===== src/rtl/muldiv_pkg.sv =====
// Shared op encodings, FSM state type and op-decode helpers for the iterative multiply/divide unit.
package muldiv_pkg;

  localparam logic [1:0] OP_MULT  = 2'b00;
  localparam logic [1:0] OP_MULTU = 2'b01;
  localparam logic [1:0] OP_DIV   = 2'b10;
  localparam logic [1:0] OP_DIVU  = 2'b11;

  typedef enum logic [1:0] {
    IDLE  = 2'd0,
    RUN   = 2'd1,
    FIXUP = 2'd2
  } state_t;

  function automatic logic op_signed(input logic [1:0] op);
    return (op == OP_MULT) || (op == OP_DIV);
  endfunction

  function automatic logic op_is_div(input logic [1:0] op);
    return (op == OP_DIV) || (op == OP_DIVU);
  endfunction

endpackage


===== src/rtl/muldiv_signfix.sv =====
// Conditional two's-complement negation: absolute value on operand entry, sign restore on result exit.
module muldiv_signfix #(
  parameter int WIDTH = 32
) (
  input  logic [WIDTH-1:0] val,
  input  logic             neg,
  output logic [WIDTH-1:0] res
);

  assign res = neg ? -val : val;

endmodule


===== src/rtl/muldiv_unit.sv =====
// Iterative signed/unsigned multiply (radix-2 shift-add) and divide (restoring), one bit per cycle.
// done pulses WIDTH+1 edges after the start-sampling edge; start is ignored while busy.
module muldiv_unit
  import muldiv_pkg::*;
#(
  parameter int WIDTH = 32
) (
  input  logic             clk,
  input  logic             rst,
  input  logic             start,
  input  logic [1:0]       op,
  input  logic [WIDTH-1:0] in_a,
  input  logic [WIDTH-1:0] in_b,
  output logic             busy,
  output logic             done,
  output logic [WIDTH-1:0] hi,
  output logic [WIDTH-1:0] lo
);

  localparam int CW = $clog2(WIDTH) + 1;

  state_t          state, state_nxt;
  logic [CW-1:0]   cnt;
  logic [1:0]      op_q;
  // acc: partial-product upper half / partial remainder; shf: multiplier / dividend->quotient
  logic [WIDTH-1:0] acc, shf, opb;
  logic            neg_lo, neg_hi;

  logic             a_neg, b_neg;
  logic [WIDTH-1:0] abs_a, abs_b;
  logic [WIDTH:0]   add_sum, div_try, div_sub;
  logic [2*WIDTH-1:0] prod_fix;
  logic [WIDTH-1:0] quo_fix, rem_fix;

  assign a_neg = op_signed(op) & in_a[WIDTH-1];
  assign b_neg = op_signed(op) & in_b[WIDTH-1];

  muldiv_signfix #(.WIDTH(WIDTH)) u_abs_a (.val(in_a), .neg(a_neg), .res(abs_a));
  muldiv_signfix #(.WIDTH(WIDTH)) u_abs_b (.val(in_b), .neg(b_neg), .res(abs_b));

  muldiv_signfix #(.WIDTH(2*WIDTH)) u_fix_prod (.val({acc, shf}), .neg(neg_lo), .res(prod_fix));
  muldiv_signfix #(.WIDTH(WIDTH))   u_fix_quo  (.val(shf),        .neg(neg_lo), .res(quo_fix));
  muldiv_signfix #(.WIDTH(WIDTH))   u_fix_rem  (.val(acc),        .neg(neg_hi), .res(rem_fix));

  assign add_sum = {1'b0, acc} + (shf[0] ? {1'b0, opb} : '0);
  assign div_try = {acc, shf[WIDTH-1]};
  assign div_sub = div_try - {1'b0, opb};

  assign busy = (state != IDLE);

  always_comb begin
    state_nxt = state;
    case (state)
      IDLE:    if (start) state_nxt = RUN;
      RUN:     if (cnt == CW'(WIDTH - 1)) state_nxt = FIXUP;
      FIXUP:   state_nxt = IDLE;
      default: state_nxt = IDLE;
    endcase
  end

  always_ff @(posedge clk or posedge rst) begin
    if (rst) begin
      state  <= IDLE;
      cnt    <= '0;
      op_q   <= OP_MULT;
      acc    <= '0;
      shf    <= '0;
      opb    <= '0;
      neg_lo <= 1'b0;
      neg_hi <= 1'b0;
      done   <= 1'b0;
      hi     <= '0;
      lo     <= '0;
    end else begin
      state <= state_nxt;
      done  <= (state == FIXUP);
      case (state)
        IDLE: begin
          if (start) begin
            op_q   <= op;
            acc    <= '0;
            shf    <= abs_a;
            opb    <= abs_b;
            cnt    <= '0;
            // Divide by zero keeps the all-ones quotient un-negated; remainder then restores in_a.
            neg_lo <= (a_neg ^ b_neg) & (|in_b);
            neg_hi <= a_neg;
          end
        end
        RUN: begin
          cnt <= cnt + CW'(1);
          if (op_is_div(op_q)) begin
            if (!div_sub[WIDTH]) begin
              acc <= div_sub[WIDTH-1:0];
              shf <= {shf[WIDTH-2:0], 1'b1};
            end else begin
              acc <= div_try[WIDTH-1:0];
              shf <= {shf[WIDTH-2:0], 1'b0};
            end
          end else begin
            acc <= add_sum[WIDTH:1];
            shf <= {add_sum[0], shf[WIDTH-1:1]};
          end
        end
        FIXUP: begin
          if (op_is_div(op_q)) begin
            hi <= rem_fix;
            lo <= quo_fix;
          end else begin
            {hi, lo} <= prod_fix;
          end
        end
        default: ;
      endcase
    end
  end

endmodule

===== config.mk =====
export PLATFORM = sky130hd
export DESIGN_NAME = muldiv_unit
export DESIGN_NICKNAME = d
export VERILOG_FILES = /design/src/rtl/muldiv_pkg.sv /design/src/rtl/muldiv_signfix.sv /design/src/rtl/muldiv_unit.sv
export SDC_FILE = /design/constraint.sdc
export NUM_CORES = 1
export LEC_CHECK = 0
export BUFFER_PORTS_ARGS = -buffer_cell sky130_fd_sc_hd__buf_2
export CAP_MARGIN = 20
export CELL_PAD_IN_SITES_DETAIL_PLACEMENT = 2
export CELL_PAD_IN_SITES_GLOBAL_PLACEMENT = 2
export CORE_UTILIZATION = 30
export DETAILED_ROUTE_END_ITERATION = 10
export PLACE_DENSITY_LB_ADDON = 0.1
export SYNTH_ARGS = -nofsm -noshare
export SYNTH_HDL_FRONTEND = slang
export SYNTH_SLANG_ARGS = --single-unit
export TNS_END_PERCENT = 1

===== constraint.sdc =====
create_clock -name clk -period 6.5 [get_ports clk]
set_input_delay 1.3 -clock clk [delete_from_list [all_inputs] [get_ports clk]]
set_output_delay 1.3 -clock clk [all_outputs]
set_load 0.01 [all_outputs]

==> run summary <==
The completed layout was analyzed and its total power is 0.007715 W. The total wire length is 51.10 mm. The critical hold path startpoint is hi[2]. Across every metal layer, demand over resource in global routing totals 22.36%.

The number of distinct library cell variants in the gate-level netlist after synthesis came out at 85. The total half-perimeter wirelength after legalization and detailed placement came out at between 30 and 40 mm. Together, buffers and inverters on the worst path number 0. Summing all flip-flop and latch instances after layout gives between 0.004 and 0.005 sq mm. The worst setup path is launched from a flip-flop.

Across the VDD grid, the largest voltage drop is roughly 0.22 mV. The area growth from synthesis to final layout came out at 12.85%. For this run, design rule violations remaining after detail routing come to 0. For this design the ratio of total power to cell area is 496.4 mW/mm^2. The synthesized instance count came out at 1,678.

The clock period minus final worst setup slack is 4.425 ns. The endpoint identified for the worst register-to-register timing path is acc[11]. The setup TNS came out at 0 ns. The CTS clock-pin slew for the worst setup and hold paths came out at 0.09 ns. The post-synth design cell area came out at ~0.014 sq mm. For the final database, setup skew stands at 0.02017 ns.

Counting instances, the worst hold path has a depth of 2. When the netlist entered floorplanning its net count stood at 1,818. The combined area of the multi-input logic cells is 0.008853 sq mm.

The longest clock path from root to sink contains 2 buffers. The worst pin sits at a relative slew slack of 24.82%. The path type of the worst setup path is reg -> reg.

In the finished design, the share of the clock period the worst path needs comes to 68.08%. The count of cells along the worst register-to-register path came out at 10. For hold timing, the worst endpoint is hi[2].

Setup slack on the worst reg-to-reg path comes out at 2.08 ns. The first global-routing pass estimated around 80 mm of wire. The setup fix buffers added after clock tree synthesis is 0. After filler insertion, the fill cell instance count of the layout stands at 5,264. In the post-synthesis netlist, the biggest area contributors are sky130_fd_sc_hd__dfrtp_1 (31%), sky130_fd_sc_hd__o21ai_0 (6.9%), sky130_fd_sc_hd__ha_1 (6.3%). The data arrival time of the critical path came out at between 4 and 5 ns. The worst register-to-register path begins at acc[22].

During I/O placement, the number of pins put on the boundary was 135. The cell type group with the largest total delay on the critical path is compound AO/OA/AOI/OAI gates. The detailed-router iteration count before antenna repair came out at 4. The detailed router's first-iteration violation count came out at 706. The cell chosen for the clock root is sky130_fd_sc_hd__clkbuf_16. The commonest cells after synthesis are sky130_fd_sc_hd__nand2_1 (207), sky130_fd_sc_hd__o21ai_0 (191), sky130_fd_sc_hd__dfrtp_1 (172). The post-cts repair resize count came out at 0. The count of final max-slew check failures is 0.

The number of global-route vias before repair came to 13,690. Yosys instantiated no cell more often than sky130_fd_sc_hd__nand2_1. A synthesized cell averages 8.207 sq um. The count of synthesis-stage warnings from yosys came out at 0. The number of I/O port buffers is approximately 130. The initial utilization of the core area, before any placement, comes to 30.41%. The number of buffers inserted during clock tree synthesis is 17. Across the run, the number of max-cap violations was 0. The most common flop cell mapped by yosys is sky130_fd_sc_hd__dfrtp_1. The fraction of post-synthesis cell area in the top cell type by area came out at 31.25%.

The type of destination of the critical path is a flip-flop. Clock tree synthesis found a total of 172 sinks. The number of nets at the end of the flow came out at 1,892.

The portion of the post-synthesis area used by sequential elements came out at between 30% and 40%. The number of setup violations in the final report came out at 0. For this run, asynchronously set or reset flops after synthesis account for 100.0%. The number of enable flip-flop cells after synthesis is 0.

The die height is 216.3 um. The CTS tree is built. The share of layout cells above drive strength 1 is a little over an eighth. The total overflow left after global routing is 0. The slowest cell on the critical path is sky130_fd_sc_hd__a311o_2. For this design the static power due to leakage is 6.711 nW.

The required time at the endpoint of the critical path came out at 6.89 ns. The cell area reported after detailed placement came out at 0.01495 sq mm. The number of vias per cell after detailed routing came out at 5.388. The number of antenna violations at the first check in global routing was 0. The maximum level of the CTS H-tree came out at 4. The critical-path maximum fanout is 30. Setup repair after global routing left no endpoint under its margin.

For this run, the top clock speed supported by timing is between 200 and 250 MHz. Entering global routing, the biggest net connects 103 pins. The biggest area contributor in the post-synthesis netlist is sky130_fd_sc_hd__dfrtp_1. The run finished with clean final reports. Dividing the detail-routed wire length by the instance count gives 21.60 um. The slew at the pin closest to its max-slew limit came out at 1.128 ns.

The remaining antenna violation count came out at 0. The total via count in the routed design is 12,740. The number of hold violations in the final report came to 0. The area inside the core boundary is 0.04528 sq mm.

At the end of routability-driven placement, the weighted congestion stood at 0.8182. The count of hold-fix buffers inserted at cts is 0. The signal on the critical path passes through ha_1, a21oi_2, o21ai_1, o31ai_1, a311oi_2, a2111oi_2, a311o_2, mux2i_1, a21oi_1, a21o_1.

The die extent in x is 216.3 um. The post-layout instance area is between 0.015 and 0.02 sq mm. The initialized floorplan defines 78 standard-cell rows. The worst hold path belongs to the class reg -> reg. The synthesized design contains 172 register bits.

The die covers 0.04677 sq mm. For this run, the slowest stage of the critical path takes 0.89 ns. At the later pin of the worst-skew pair, clock insertion delay measures between 0.5 and 0.6 ns.
-- metal layers --
metal  up-vias  global-route usage, %  wire [um]
met2       162                  33.33      21880
met5         -                      0          0
met4         0                  5.775        750
li1       6161                      -          -
met3        41                  3.186       1228
met1      6379                  33.41      27240
-- flip-flops by register name, summed over array words and instances, names as in the netlist --
name    cells
acc        32
op_q        1
cnt         6
hi         32
neg_lo      1
lo         32
done        1
state       2
shf        32
opb        32
neg_hi      1
-- per-stage QoR --
| stage | worst slack, ns | hold WS, ns | utilization (%) | cells |
|---|---|---|---|---|
| 3_3_place_gp | 2.147 | 0.4576 | 33.02 | 2333 |
| 5_1_grt | 1.855 | 0.5065 | 34.31 | 2364 |
| 3_5_place_dp | 2.132 | 0.4674 | 33.02 | 2333 |
| 4_1_cts | 2.086 | 0.4800 | 34.31 | 2364 |
| 2_1_floorplan | 0.5399 | 0.4430 | - | 1678 |
| 6_report | 2.075 | 0.4770 | 34.32 | 2365 |
-- cell usage in the layout, fill, tap and decap left out, types with 5 or more instances in the layout --
cell type,count
sky130_fd_sc_hd__and2_1,8
sky130_fd_sc_hd__nor3_2,5
sky130_fd_sc_hd__nand2b_1,19
sky130_fd_sc_hd__o21ai_1,36
sky130_fd_sc_hd__nor4_1,9
sky130_fd_sc_hd__or4_1,8
sky130_fd_sc_hd__a21oi_1,85
sky130_fd_sc_hd__o21bai_1,5
sky130_fd_sc_hd__nor2b_1,12
sky130_fd_sc_hd__ha_1,69
sky130_fd_sc_hd__o41ai_1,13
sky130_fd_sc_hd__buf_4,13
sky130_fd_sc_hd__nand4_1,5
sky130_fd_sc_hd__a21boi_0,5
sky130_fd_sc_hd__inv_1,64
sky130_fd_sc_hd__o31ai_1,27
sky130_fd_sc_hd__xor2_1,80
sky130_fd_sc_hd__o21a_1,7
sky130_fd_sc_hd__a211oi_1,7
sky130_fd_sc_hd__inv_6,6
sky130_fd_sc_hd__a21oi_2,5
sky130_fd_sc_hd__o221ai_1,7
sky130_fd_sc_hd__nand2_1,206
sky130_fd_sc_hd__nor3_1,29
sky130_fd_sc_hd__o211ai_1,29
sky130_fd_sc_hd__dfrtp_1,171
sky130_fd_sc_hd__o21ai_0,191
sky130_fd_sc_hd__o22ai_1,7
sky130_fd_sc_hd__and3_1,15
sky130_fd_sc_hd__a22oi_1,23
sky130_fd_sc_hd__or3_1,18
sky130_fd_sc_hd__a31oi_1,23
sky130_fd_sc_hd__nand3_1,21
sky130_fd_sc_hd__nor2_1,126
sky130_fd_sc_hd__xnor2_1,82
sky130_fd_sc_hd__mux2i_1,53
sky130_fd_sc_hd__buf_2,134
sky130_fd_sc_hd__a21o_1,29
sky130_fd_sc_hd__clkbuf_16,17
-- worst max path at each step --
| stage | startpoint | to | slack, ns | cells past startpoint |
|---|---|---|---|---|
| after floorplan | rst | acc[0] | 0.54 | 1 |
| after CTS | acc[22] | acc[11] | 2.09 | 10 |
| final | acc[22] | acc[11] | 2.08 | 10 |
| after global routing | acc[22] | acc[30] | 1.85 | 10 |
| after detailed placement | shf[0] | acc[31] | 2.13 | 13 |
| after global placement | shf[0] | acc[31] | 2.15 | 13 |
-- cell families after synthesis --
| kind of cell | Yosys count | share of synthesized area [%] |
|---|---|---|
| AOI/OAI and AO/OA | 537 | 24.76 |
| and+or+nand+nor | 523 | 18.48 |
| DFF | 172 | 31.25 |
| xor gates and xnor gates | 162 | 10.30 |
| buffers and inverters | 159 | 4.715 |
| adders and majority gates | 71 | 6.559 |
| muxes | 54 | 3.934 |
-- final cells by class --
class                   instances  area share [%]
multi-input cells            1347           56.97
flip-flops and latches        172           27.70
repair buffers                148           5.072
well taps                     600           4.831
clock buffers                  18           2.826
inverters                      66           1.626
clock inverters                13          0.9581
diodes                          1         0.01610
-- worst min-delay path, cell delays in order, from the launching register on --
cell	delay [ns]
sky130_fd_sc_hd__dfrtp_1	0.34
sky130_fd_sc_hd__nand2_1	0.05
sky130_fd_sc_hd__o21ai_0	0.06
-- where the power goes --
group          total [W]  internal (W)  switching, W
clock            0.00109      0.000553      0.000533
combinational    0.00466       0.00183       0.00284
sequential       0.00197       0.00135      0.000615
Power figures use the tool's default switching activity.
